`src/rtl/fir_axi_lite_driver_if.sv`:
```
// AXI4-Lite bus bundle between the FIR driver (master) and the accelerator's register slave.
interface fir_axi_lite_driver_if #(
    parameter int unsigned C_ADDR_WIDTH = 5,
    parameter int unsigned C_DATA_WIDTH = 32
) ();
    logic [C_ADDR_WIDTH-1:0]   awaddr;
    logic [2:0]                awprot;
    logic                      awvalid;
    logic                      awready;
    logic [C_DATA_WIDTH-1:0]   wdata;
    logic [C_DATA_WIDTH/8-1:0] wstrb;
    logic                      wvalid;
    logic                      wready;
    logic [1:0]                bresp;
    logic                      bvalid;
    logic                      bready;
    logic [C_ADDR_WIDTH-1:0]   araddr;
    logic [2:0]                arprot;
    logic                      arvalid;
    logic                      arready;
    logic [C_DATA_WIDTH-1:0]   rdata;
    logic [1:0]                rresp;
    logic                      rvalid;
    logic                      rready;

    modport master (
        output awaddr, awprot, awvalid, wdata, wstrb, wvalid, bready,
        output araddr, arprot, arvalid, rready,
        input  awready, wready, bresp, bvalid, arready, rdata, rresp, rvalid
    );

    modport slave (
        input  awaddr, awprot, awvalid, wdata, wstrb, wvalid, bready,
        input  araddr, arprot, arvalid, rready,
        output awready, wready, bresp, bvalid, arready, rdata, rresp, rvalid
    );
endinterface

```
`src/rtl/fir_axi_lite_driver.sv`:
```
// AXI4-Lite master that configures the FIR accelerator (tap count, coefficients, enable)
// and then streams samples through it: write X, poll STATUS, read Y, present Y downstream.
module fir_axi_lite_driver #(
    parameter int unsigned C_MAX_TAPS   = 16,
    parameter int unsigned C_DATA_WIDTH = 32,
    parameter int unsigned C_ADDR_WIDTH = 5,
    parameter int unsigned C_POLL_LIMIT = 1024
) (
    input  logic                    clk,
    input  logic                    rst,
    input  logic                    cfg_start_i,
    input  logic [7:0]              cfg_taps_i,
    input  logic [C_DATA_WIDTH-1:0] coeff_tdata_i,
    input  logic                    coeff_tvalid_i,
    output logic                    coeff_tready_o,
    input  logic [C_DATA_WIDTH-1:0] x_tdata_i,
    input  logic                    x_tvalid_i,
    output logic                    x_tready_o,
    output logic [C_DATA_WIDTH-1:0] y_tdata_o,
    output logic                    y_tvalid_o,
    input  logic                    y_tready_i,
    output logic                    busy_o,
    output logic                    error_o,
    fir_axi_lite_driver_if.master   m_axi
);

    localparam int unsigned PW = $clog2(C_POLL_LIMIT + 1);
    localparam logic [7:0]  MaxTaps = 8'(C_MAX_TAPS);
    localparam logic [PW-1:0] PollLast = PW'(C_POLL_LIMIT - 1);

    localparam logic [C_ADDR_WIDTH-1:0] AddrCtrl   = C_ADDR_WIDTH'(8'h00);
    localparam logic [C_ADDR_WIDTH-1:0] AddrTaps   = C_ADDR_WIDTH'(8'h04);
    localparam logic [C_ADDR_WIDTH-1:0] AddrCoeff  = C_ADDR_WIDTH'(8'h08);
    localparam logic [C_ADDR_WIDTH-1:0] AddrX      = C_ADDR_WIDTH'(8'h0C);
    localparam logic [C_ADDR_WIDTH-1:0] AddrStatus = C_ADDR_WIDTH'(8'h10);
    localparam logic [C_ADDR_WIDTH-1:0] AddrY      = C_ADDR_WIDTH'(8'h14);

    typedef enum logic [3:0] {
        StIdle, StWrTaps, StWrCoeff, StWrCtrl, StPollLoad,
        StGetX, StWrX, StPollY, StRdY, StOutY, StErr
    } state_e;

    state_e                  state_q;
    logic [7:0]              n_q;
    logic [7:0]              cnt_q;
    logic [PW-1:0]           poll_q;
    logic [C_ADDR_WIDTH-1:0] awaddr_q;
    logic                    awvalid_q;
    logic [C_DATA_WIDTH-1:0] wdata_q;
    logic                    wvalid_q;
    logic                    wr_pend_q;
    logic                    bready_q;
    logic [C_ADDR_WIDTH-1:0] araddr_q;
    logic                    arvalid_q;
    logic                    rready_q;
    logic                    coeff_tready_q;
    logic                    x_tready_q;
    logic [C_DATA_WIDTH-1:0] y_tdata_q;
    logic                    y_tvalid_q;
    logic                    busy_q;
    logic                    error_q;

    logic [7:0] taps_clamped;
    logic       aw_done;
    logic       w_done;
    logic       b_fire;
    logic       r_fire;
    logic       bus_err;

    assign taps_clamped = (cfg_taps_i > MaxTaps) ? MaxTaps : cfg_taps_i;
    // Address/data phase is finished once valid is low or is being accepted this cycle.
    assign aw_done = !awvalid_q || m_axi.awready;
    assign w_done  = !wvalid_q || m_axi.wready;
    assign b_fire  = m_axi.bvalid && bready_q;
    assign r_fire  = m_axi.rvalid && rready_q;
    assign bus_err = (b_fire && (m_axi.bresp != 2'b00)) || (r_fire && (m_axi.rresp != 2'b00));

    // Main sequencer: bus channel bookkeeping, then per-state transaction launch/completion.
    always_ff @(posedge clk or posedge rst) begin
        if (rst) begin
            state_q        <= StIdle;
            n_q            <= '0;
            cnt_q          <= '0;
            poll_q         <= '0;
            awaddr_q       <= '0;
            awvalid_q      <= 1'b0;
            wdata_q        <= '0;
            wvalid_q       <= 1'b0;
            wr_pend_q      <= 1'b0;
            bready_q       <= 1'b0;
            araddr_q       <= '0;
            arvalid_q      <= 1'b0;
            rready_q       <= 1'b0;
            coeff_tready_q <= 1'b0;
            x_tready_q     <= 1'b0;
            y_tdata_q      <= '0;
            y_tvalid_q     <= 1'b0;
            busy_q         <= 1'b0;
            error_q        <= 1'b0;
        end else begin
            if (m_axi.awready) awvalid_q <= 1'b0;
            if (m_axi.wready)  wvalid_q  <= 1'b0;
            if (wr_pend_q && !bready_q && aw_done && w_done) bready_q <= 1'b1;
            if (b_fire) begin
                bready_q  <= 1'b0;
                wr_pend_q <= 1'b0;
            end
            if (arvalid_q && m_axi.arready) begin
                arvalid_q <= 1'b0;
                rready_q  <= 1'b1;
            end
            if (r_fire) rready_q <= 1'b0;

            case (state_q)
                StIdle: begin
                    if (cfg_start_i) begin
                        busy_q    <= 1'b1;
                        n_q       <= taps_clamped;
                        state_q   <= StWrTaps;
                        awaddr_q  <= AddrTaps;
                        wdata_q   <= C_DATA_WIDTH'(taps_clamped);
                        awvalid_q <= 1'b1;
                        wvalid_q  <= 1'b1;
                        wr_pend_q <= 1'b1;
                    end
                end
                StWrTaps: begin
                    if (b_fire) begin
                        if (n_q == 8'd0) begin
                            state_q   <= StWrCtrl;
                            awaddr_q  <= AddrCtrl;
                            wdata_q   <= C_DATA_WIDTH'(1);
                            awvalid_q <= 1'b1;
                            wvalid_q  <= 1'b1;
                            wr_pend_q <= 1'b1;
                        end else begin
                            state_q        <= StWrCoeff;
                            cnt_q          <= '0;
                            coeff_tready_q <= 1'b1;
                        end
                    end
                end
                StWrCoeff: begin
                    // tready is up only while no COEFF write is in flight
                    if (coeff_tready_q && coeff_tvalid_i) begin
                        coeff_tready_q <= 1'b0;
                        awaddr_q       <= AddrCoeff;
                        wdata_q        <= coeff_tdata_i;
                        awvalid_q      <= 1'b1;
                        wvalid_q       <= 1'b1;
                        wr_pend_q      <= 1'b1;
                    end
                    if (b_fire) begin
                        cnt_q <= cnt_q + 8'd1;
                        if (cnt_q + 8'd1 == n_q) begin
                            state_q   <= StWrCtrl;
                            awaddr_q  <= AddrCtrl;
                            wdata_q   <= C_DATA_WIDTH'(1);
                            awvalid_q <= 1'b1;
                            wvalid_q  <= 1'b1;
                            wr_pend_q <= 1'b1;
                        end else begin
                            coeff_tready_q <= 1'b1;
                        end
                    end
                end
                StWrCtrl: begin
                    if (b_fire) begin
                        if (n_q == 8'd0) begin
                            state_q    <= StGetX;
                            x_tready_q <= 1'b1;
                        end else begin
                            state_q   <= StPollLoad;
                            poll_q    <= '0;
                            araddr_q  <= AddrStatus;
                            arvalid_q <= 1'b1;
                        end
                    end
                end
                StPollLoad, StPollY: begin
                    if (r_fire) begin
                        if ((state_q == StPollLoad) ? m_axi.rdata[1] : m_axi.rdata[0]) begin
                            if (state_q == StPollLoad) begin
                                state_q    <= StGetX;
                                x_tready_q <= 1'b1;
                            end else begin
                                state_q   <= StRdY;
                                araddr_q  <= AddrY;
                                arvalid_q <= 1'b1;
                            end
                        end else if (poll_q == PollLast) begin
                            state_q <= StErr;
                            error_q <= 1'b1;
                        end else begin
                            poll_q    <= poll_q + 1'b1;
                            araddr_q  <= AddrStatus;
                            arvalid_q <= 1'b1;
                        end
                    end
                end
                StGetX: begin
                    if (x_tready_q && x_tvalid_i) begin
                        x_tready_q <= 1'b0;
                        state_q    <= StWrX;
                        awaddr_q   <= AddrX;
                        wdata_q    <= x_tdata_i;
                        awvalid_q  <= 1'b1;
                        wvalid_q   <= 1'b1;
                        wr_pend_q  <= 1'b1;
                    end
                end
                StWrX: begin
                    if (b_fire) begin
                        state_q   <= StPollY;
                        poll_q    <= '0;
                        araddr_q  <= AddrStatus;
                        arvalid_q <= 1'b1;
                    end
                end
                StRdY: begin
                    if (r_fire) begin
                        state_q    <= StOutY;
                        y_tdata_q  <= m_axi.rdata;
                        y_tvalid_q <= 1'b1;
                    end
                end
                StOutY: begin
                    if (y_tready_i) begin
                        y_tvalid_q <= 1'b0;
                        state_q    <= StGetX;
                        x_tready_q <= 1'b1;
                    end
                end
                StErr: begin
                    awvalid_q      <= 1'b0;
                    wvalid_q       <= 1'b0;
                    wr_pend_q      <= 1'b0;
                    bready_q       <= 1'b0;
                    arvalid_q      <= 1'b0;
                    rready_q       <= 1'b0;
                    coeff_tready_q <= 1'b0;
                    x_tready_q     <= 1'b0;
                    y_tvalid_q     <= 1'b0;
                end
                default: state_q <= StErr;
            endcase

            // A slave error response overrides whatever the state wanted to launch next.
            if (bus_err) begin
                state_q        <= StErr;
                error_q        <= 1'b1;
                awvalid_q      <= 1'b0;
                wvalid_q       <= 1'b0;
                wr_pend_q      <= 1'b0;
                bready_q       <= 1'b0;
                arvalid_q      <= 1'b0;
                rready_q       <= 1'b0;
                coeff_tready_q <= 1'b0;
                x_tready_q     <= 1'b0;
                y_tvalid_q     <= 1'b0;
            end
        end
    end

    assign m_axi.awaddr  = awaddr_q;
    assign m_axi.awprot  = 3'b000;
    assign m_axi.awvalid = awvalid_q;
    assign m_axi.wdata   = wdata_q;
    assign m_axi.wstrb   = '1;
    assign m_axi.wvalid  = wvalid_q;
    assign m_axi.bready  = bready_q;
    assign m_axi.araddr  = araddr_q;
    assign m_axi.arprot  = 3'b000;
    assign m_axi.arvalid = arvalid_q;
    assign m_axi.rready  = rready_q;

    assign coeff_tready_o = coeff_tready_q;
    assign x_tready_o     = x_tready_q;
    assign y_tdata_o      = y_tdata_q;
    assign y_tvalid_o     = y_tvalid_q;
    assign busy_o         = busy_q;
    assign error_o        = error_q;

endmodule

```
`src/flat_wrapper.sv`:
```
// flat-port wrapper written by rule: the top's interface ports become plain ports
module fir_axi_lite_driver_flat 
#(
    parameter int unsigned C_MAX_TAPS   = 16,
    parameter int unsigned C_DATA_WIDTH = 32,
    parameter int unsigned C_ADDR_WIDTH = 5,
    parameter int unsigned C_POLL_LIMIT = 1024
)
  (clk, rst, cfg_start_i, cfg_taps_i, coeff_tdata_i, coeff_tvalid_i, coeff_tready_o, x_tdata_i, x_tvalid_i, x_tready_o, y_tdata_o, y_tvalid_o, y_tready_i, busy_o, error_o, m_axi_awaddr, m_axi_awprot, m_axi_awvalid, m_axi_wdata, m_axi_wstrb, m_axi_wvalid, m_axi_bready, m_axi_araddr, m_axi_arprot, m_axi_arvalid, m_axi_rready, m_axi_awready, m_axi_wready, m_axi_bresp, m_axi_bvalid, m_axi_arready, m_axi_rdata, m_axi_rresp, m_axi_rvalid);
  fir_axi_lite_driver_if #(.C_ADDR_WIDTH(C_ADDR_WIDTH), .C_DATA_WIDTH(C_DATA_WIDTH)) m_axi_i ();
  input  logic clk;
  input  logic rst;
  input  logic cfg_start_i;
  input  logic [7:0] cfg_taps_i;
  input  logic [C_DATA_WIDTH-1:0] coeff_tdata_i;
  input  logic coeff_tvalid_i;
  output logic coeff_tready_o;
  input  logic [C_DATA_WIDTH-1:0] x_tdata_i;
  input  logic x_tvalid_i;
  output logic x_tready_o;
  output logic [C_DATA_WIDTH-1:0] y_tdata_o;
  output logic y_tvalid_o;
  input  logic y_tready_i;
  output logic busy_o;
  output logic error_o;
  output wire logic [$bits(m_axi_i.awaddr)-1:0] m_axi_awaddr;
  output wire logic [$bits(m_axi_i.awprot)-1:0] m_axi_awprot;
  output wire logic [$bits(m_axi_i.awvalid)-1:0] m_axi_awvalid;
  output wire logic [$bits(m_axi_i.wdata)-1:0] m_axi_wdata;
  output wire logic [$bits(m_axi_i.wstrb)-1:0] m_axi_wstrb;
  output wire logic [$bits(m_axi_i.wvalid)-1:0] m_axi_wvalid;
  output wire logic [$bits(m_axi_i.bready)-1:0] m_axi_bready;
  output wire logic [$bits(m_axi_i.araddr)-1:0] m_axi_araddr;
  output wire logic [$bits(m_axi_i.arprot)-1:0] m_axi_arprot;
  output wire logic [$bits(m_axi_i.arvalid)-1:0] m_axi_arvalid;
  output wire logic [$bits(m_axi_i.rready)-1:0] m_axi_rready;
  input wire logic [$bits(m_axi_i.awready)-1:0] m_axi_awready;
  input wire logic [$bits(m_axi_i.wready)-1:0] m_axi_wready;
  input wire logic [$bits(m_axi_i.bresp)-1:0] m_axi_bresp;
  input wire logic [$bits(m_axi_i.bvalid)-1:0] m_axi_bvalid;
  input wire logic [$bits(m_axi_i.arready)-1:0] m_axi_arready;
  input wire logic [$bits(m_axi_i.rdata)-1:0] m_axi_rdata;
  input wire logic [$bits(m_axi_i.rresp)-1:0] m_axi_rresp;
  input wire logic [$bits(m_axi_i.rvalid)-1:0] m_axi_rvalid;
  assign m_axi_awaddr = m_axi_i.awaddr;
  assign m_axi_awprot = m_axi_i.awprot;
  assign m_axi_awvalid = m_axi_i.awvalid;
  assign m_axi_wdata = m_axi_i.wdata;
  assign m_axi_wstrb = m_axi_i.wstrb;
  assign m_axi_wvalid = m_axi_i.wvalid;
  assign m_axi_bready = m_axi_i.bready;
  assign m_axi_araddr = m_axi_i.araddr;
  assign m_axi_arprot = m_axi_i.arprot;
  assign m_axi_arvalid = m_axi_i.arvalid;
  assign m_axi_rready = m_axi_i.rready;
  assign m_axi_i.awready = m_axi_awready;
  assign m_axi_i.wready = m_axi_wready;
  assign m_axi_i.bresp = m_axi_bresp;
  assign m_axi_i.bvalid = m_axi_bvalid;
  assign m_axi_i.arready = m_axi_arready;
  assign m_axi_i.rdata = m_axi_rdata;
  assign m_axi_i.rresp = m_axi_rresp;
  assign m_axi_i.rvalid = m_axi_rvalid;
  fir_axi_lite_driver #(.C_MAX_TAPS(C_MAX_TAPS), .C_DATA_WIDTH(C_DATA_WIDTH), .C_ADDR_WIDTH(C_ADDR_WIDTH), .C_POLL_LIMIT(C_POLL_LIMIT)) u_core (.clk(clk), .rst(rst), .cfg_start_i(cfg_start_i), .cfg_taps_i(cfg_taps_i), .coeff_tdata_i(coeff_tdata_i), .coeff_tvalid_i(coeff_tvalid_i), .coeff_tready_o(coeff_tready_o), .x_tdata_i(x_tdata_i), .x_tvalid_i(x_tvalid_i), .x_tready_o(x_tready_o), .y_tdata_o(y_tdata_o), .y_tvalid_o(y_tvalid_o), .y_tready_i(y_tready_i), .busy_o(busy_o), .error_o(error_o), .m_axi(m_axi_i));
endmodule
```
`config.mk`:
```
export PLATFORM = sky130hd
export DESIGN_NAME = fir_axi_lite_driver_flat
export DESIGN_NICKNAME = d
export VERILOG_FILES = /design/src/rtl/fir_axi_lite_driver_if.sv /design/src/rtl/fir_axi_lite_driver.sv /design/src/flat_wrapper.sv
export SDC_FILE = /design/constraint.sdc
export NUM_CORES = 1
export LEC_CHECK = 0
export CORE_ASPECT_RATIO = 1.1
export CORE_UTILIZATION = 30
export DETAILED_ROUTE_END_ITERATION = 8
export PLACE_DENSITY_LB_ADDON = 0.3
export REMOVE_ABC_BUFFERS = 1
export SETUP_SLACK_MARGIN = 0.4
export SLEW_MARGIN = 20
export SYNTH_ARGS = -nofsm -noshare
export SYNTH_HDL_FRONTEND = slang
export SYNTH_SLANG_ARGS = --single-unit
```
`constraint.sdc`:
```
create_clock -name clk -period 3.7 [get_ports clk]
set_clock_uncertainty 0.2 [all_clocks]
set_input_delay 0.74 -clock clk [delete_from_list [all_inputs] [get_ports clk]]
set_output_delay 0.74 -clock clk [all_outputs]
set_load 0.005 [all_outputs]
```
==> impl_summary.md <==
Worst hold path
The worst hold path terminates at u_core.busy_o. The cell count of the worst hold path is 1. The startpoint identified for the worst hold timing path is u_core.busy_o.

The class of the worst hold path is flip-flop to flip-flop.

Die
The die is 149 µm tall. The site row count is 53. The initial core utilization is 30.7%.

The die covers 20100 µm². The horizontal extent of the die is 135 µm. The number of top-level design ports is 213. The floorplan step defined a core boundary enclosing 19100 µm².

Setup path
The category of the worst setup path capture point is a flip-flop. The source of the worst register-to-register timing path is u_core.state_q[0]. The cell family contributing the most delay on the critical path is simple AND/OR/NAND/NOR gates. The worst setup path is launched from a flip-flop. The data required time at the worst endpoint is 3.78 ns. The largest fanout on the critical path is 16. The largest incremental delay on the critical path is between 0.6 and 0.7 ns.

Counting both buffers and inverters, the worst setup path holds a total of 0. The signal on the critical path passes through nor4b_1 > mux2i_2 > a21oi_1 > nor4b_1 > xnor2_1 > nor2_1. The critical path arrival is around 3.1 ns.

The worst reg2reg path depth is 6. The most frequent cell on the critical path is nor4b_1. The slowest stage of the critical path is the nor4b_1 cell.

The setup path with the least slack is of type flip-flop to flip-flop. The reg-to-reg setup timing slack is 0.68 ns. The worst register-to-register path ends at u_core.poll_q[4].

Final layout
The ratio of cells with drive above 1 in the final layout is 11.8%. The finished cells cover 8760 µm². The total number of nets in the final design is 899. The repair_antennas step left the layout with diodes totalling 0.

Cells fill 45.9% of the core in the end. The count of filler cells inserted in the layout is approximately 1800. The final cell count without fillers is between 1000 and 1500. The layout-stage area growth over the synthesis result is 49.5%.

Power
The internal portion of the total power is 2.44 mW. The power density normalized to cell area is 354 nW/µm². In this run, flip-flops and latches consume 39.8% of the power. IR analysis of the VDD net gives a maximum drop of approximately 0.31 mV.

The share of total power dissipated in the clock network is 54.7%. Summed over all nets, the switching power comes to 0.668 mW. The fraction of power consumed by combinational cells is approximately 5.5%. The static leakage is 3.76 nW. Net switching is 21.5% of the power.

Logic synthesis
The predominant post-synthesis flop cell is dfrtp_1. The mapped netlist covers 5860 µm². The number of warnings printed during yosys synthesis is 0. Synthesis inferred about 110 register bits. In this run, distinct cell masters in the synthesized netlist total 67.

The number of synthesized flops with an enable pin is 0. The average cell area after synthesis is roughly 10 µm². Of the synthesized area, sequential elements account for a little under 50%.

Counting flops with an async set or reset pin after synthesis yields a share of 100%. The cell count after synthesis came out at 570.

Clock tree
TritonCTS built the clock tree. Counting along the longest clock path gives a buffer depth of 2. The CTS clock-pin slew for the worst setup and hold paths is 0.06 ns. The clock latency at the later pin of the worst-skew pair is between 0.4 and 0.5 ns. Counting the buffers created by CTS gives 17. After clock tree synthesis, the setup repair step added 0 buffers. The root buffer cell is clkbuf_16. Counting every sink on the clock net gives 113.

The H-tree depth reported by CTS is 4. Buffers inserted to repair hold after CTS numbered 0. The number of resized instances in the post-cts repair step is 0.

Routing
After detailed routing, the number of remaining DRC violations is 0. The vias per cell is 5.02. The final wirelength is 16900 µm.

The first TritonRoute pass finished after 5 iterations. Detailed routing inserted a total of 5210 vias. The count of nets left with antenna violations once routing finished came out at 0. The detailed router's first-iteration violation count is 311. After detailed routing, the average wire length per cell comes to 16.3 µm.

Timing
The worst path uses 81.6% of the clock period. Setup repair after global routing left no endpoint under its margin. The worst setup slack after layout is 0.682 ns. For the pin with the worst max-slew slack, the measured transition is roughly 0.91 ns. The count of endpoints failing hold in the final timing report was 0. The max-slew violation total from the final report is 0. The count of endpoints failing setup in the final report is 0. The remaining max-slew budget at the tightest pin is 39.6%. For the finished layout, the period the worst path requires is 3.02 ns.

Timing would allow up to approximately 330 MHz.

Global route
The first-pass GRT wire length is 27000 µm. Global routing consumed, over all layers together, between 10% and 20% of the routing resources. The residual overflow from global routing is 0. The number of antenna violations at the first check in global routing is 0.

Entering global routing, the biggest net connects 45 pins. The via count of the first global-routing pass is 5147.

Job
Max-cap violations in this run came to 0.

Placement
Including well taps, the total number of placed cells is between 1000 and 1500. During placement, the flow inserted port buffers numbering 199. The congestion estimate from routability-driven global placement came to approximately 0.84. The placed cell area is 8150 µm². The worst-case setup slack after placement is 0.399 ns.

Detailed placement ended at an HPWL of 12300 µm.

Outcome
The flow ran to the end, and the final reports show no timing, DRC or antenna violations.
how the worst max path moves through the flow:
stage / cells after the start / startpoint / slack [ns] / to
2_1_floorplan: 1 / rst / -0.23 / u_core.busy_o
6_report: 6 / u_core.state_q[0] / 0.68 / u_core.poll_q[4]
3_3_place_gp: 8 / m_axi_bvalid / 0.45 / u_core.m_axi.wdata[10]
4_1_cts: 6 / u_core.state_q[0] / 0.61 / u_core.poll_q[4]
3_5_place_dp: 8 / m_axi_bvalid / 0.40 / u_core.m_axi.wdata[10]
5_1_grt: 6 / u_core.state_q[2] / 0.46 / u_core.poll_q[9]
kinds of logic (layout without fill, tap and decap cells):
logic type	Yosys count	in the layout	synth area share, %
and+or+nand+nor	203	203	18.8
AOI/OAI and AO/OA	144	144	18.2
DFF	113	113	48.2
buffers and inverters	52	262	4.80
muxes	33	33	6.32
xor gates and xnor gates	21	21	3.14
adders and majority gates	2	2	0.427
other	2	13	0.128
sequential cells by signal, indices dropped and copies added (netlist names), 2 cells and up:
signal               cells
u_core.cnt_q             8
u_core.m_axi.awaddr      5
u_core.state_q           4
u_core.m_axi.araddr      2
u_core.y_tdata_o        32
u_core.poll_q           11
u_core.n_q               8
u_core.m_axi.wdata      32
power groups by stage:
stage          clock, mW  combinational [mW]  sequential [mW]
2_1_floorplan          0              0.0254             1.26
4_1_cts             1.74               0.174             1.24
5_1_grt             1.79               0.185             1.24
6_report            1.70               0.171             1.24
3_5_place_dp           0               0.173             1.26
3_3_place_gp           0               0.171             1.26
synthesized netlist by cell type, types with 4 or more instances:
cell type	count	share of area, %
a21o_1	4	0.51
a21oi_1	24	2.0
a221o_1	30	5.1
a221oi_1	4	0.60
a22oi_1	5	0.64
a31oi_1	4	0.43
and2_1	35	3.7
buf_2	6	0.51
buf_4	13	1.7
buf_6	4	0.77
clkbuf_1	17	1.1
dfrtp_1	113	48
inv_1	9	0.58
mux2_2	32	6.1
nand2_1	45	2.9
nand2b_1	9	0.96
nand3_1	10	0.85
nand4_1	6	0.64
nor2_1	34	2.2
nor2b_1	6	0.64
nor3_1	14	1.2
nor4_1	12	1.3
o21ai_0	32	2.7
o31ai_1	6	0.77
or3_1	7	0.75
xnor2_1	16	2.4
xor2_1	5	0.75
layout make-up:
class / count / area, µm² / share of cell area (%)
inverter: 9 / 36.3 / 0.414
timing repair buffer: 221 / 2170 / 24.8
clock inverter: 14 / 176 / 2.01
multi-input combinational: 416 / 2810 / 32.0
tap: 247 / 309 / 3.53
clock buffer: 18 / 439 / 5.01
sequential: 113 / 2830 / 32.3
per-layer routing:
metal  vias up  part of all wire, %  GRT usage (%)
met4         0                  1.5           6.01
met5         -                    0              0
li1       2509                    -              -
met3        20                  5.9           5.04
met1      2522                   43           21.5
met2       159                   49           28.0
through the flow:
| stage | setup TNS [ns] | hold WS, ns | total power, mW |
|---|---|---|---|
| after floorplan | -25.69 | 0.259 | 1.28 |
| after global placement | 0 | 0.251 | 1.43 |
| after detailed placement | 0 | 0.257 | 1.43 |
| after CTS | 0 | 0.271 | 3.15 |
| after global routing | 0 | 0.275 | 3.22 |
| final | 0 | 0.265 | 3.11 |
worst reg2reg max path: stages, from the launching register on:
cell and delay [ns]:
dfrtp_1 0.54, nor4b_1 0.69, mux2i_2 0.46, a21oi_1 0.36, nor4b_1 0.43, xnor2_1 0.16, nor2_1 0.05
cells in the final DEF, fill, tap and decap left out, types with 4 or more instances in the layout:
master | synthesis | final
nand3_1 | 10 | 10
a21oi_1 | 24 | 24
xnor2_1 | 16 | 16
or3_1 | 7 | 7
nand2_1 | 45 | 45
and2_1 | 35 | 35
clkbuf_16 | 0 | 17
a31oi_1 | 4 | 4
a221o_1 | 30 | 30
nor2_1 | 34 | 34
a221oi_1 | 4 | 4
o31ai_1 | 6 | 6
nand4_1 | 6 | 6
a22oi_1 | 5 | 5
conb_1 | 2 | 13
nor2b_1 | 6 | 6
clkdlybuf4s50_1 | 0 | 199
xor2_1 | 5 | 5
buf_4 | 13 | 21
inv_1 | 9 | 8
mux2_2 | 32 | 32
nor3_1 | 14 | 14
inv_6 | 0 | 5
dfrtp_1 | 113 | 113
a21o_1 | 4 | 4
nand2b_1 | 9 | 9
nor4_1 | 12 | 12
o21ai_0 | 32 | 32
(Power assumes the default switching activity.)
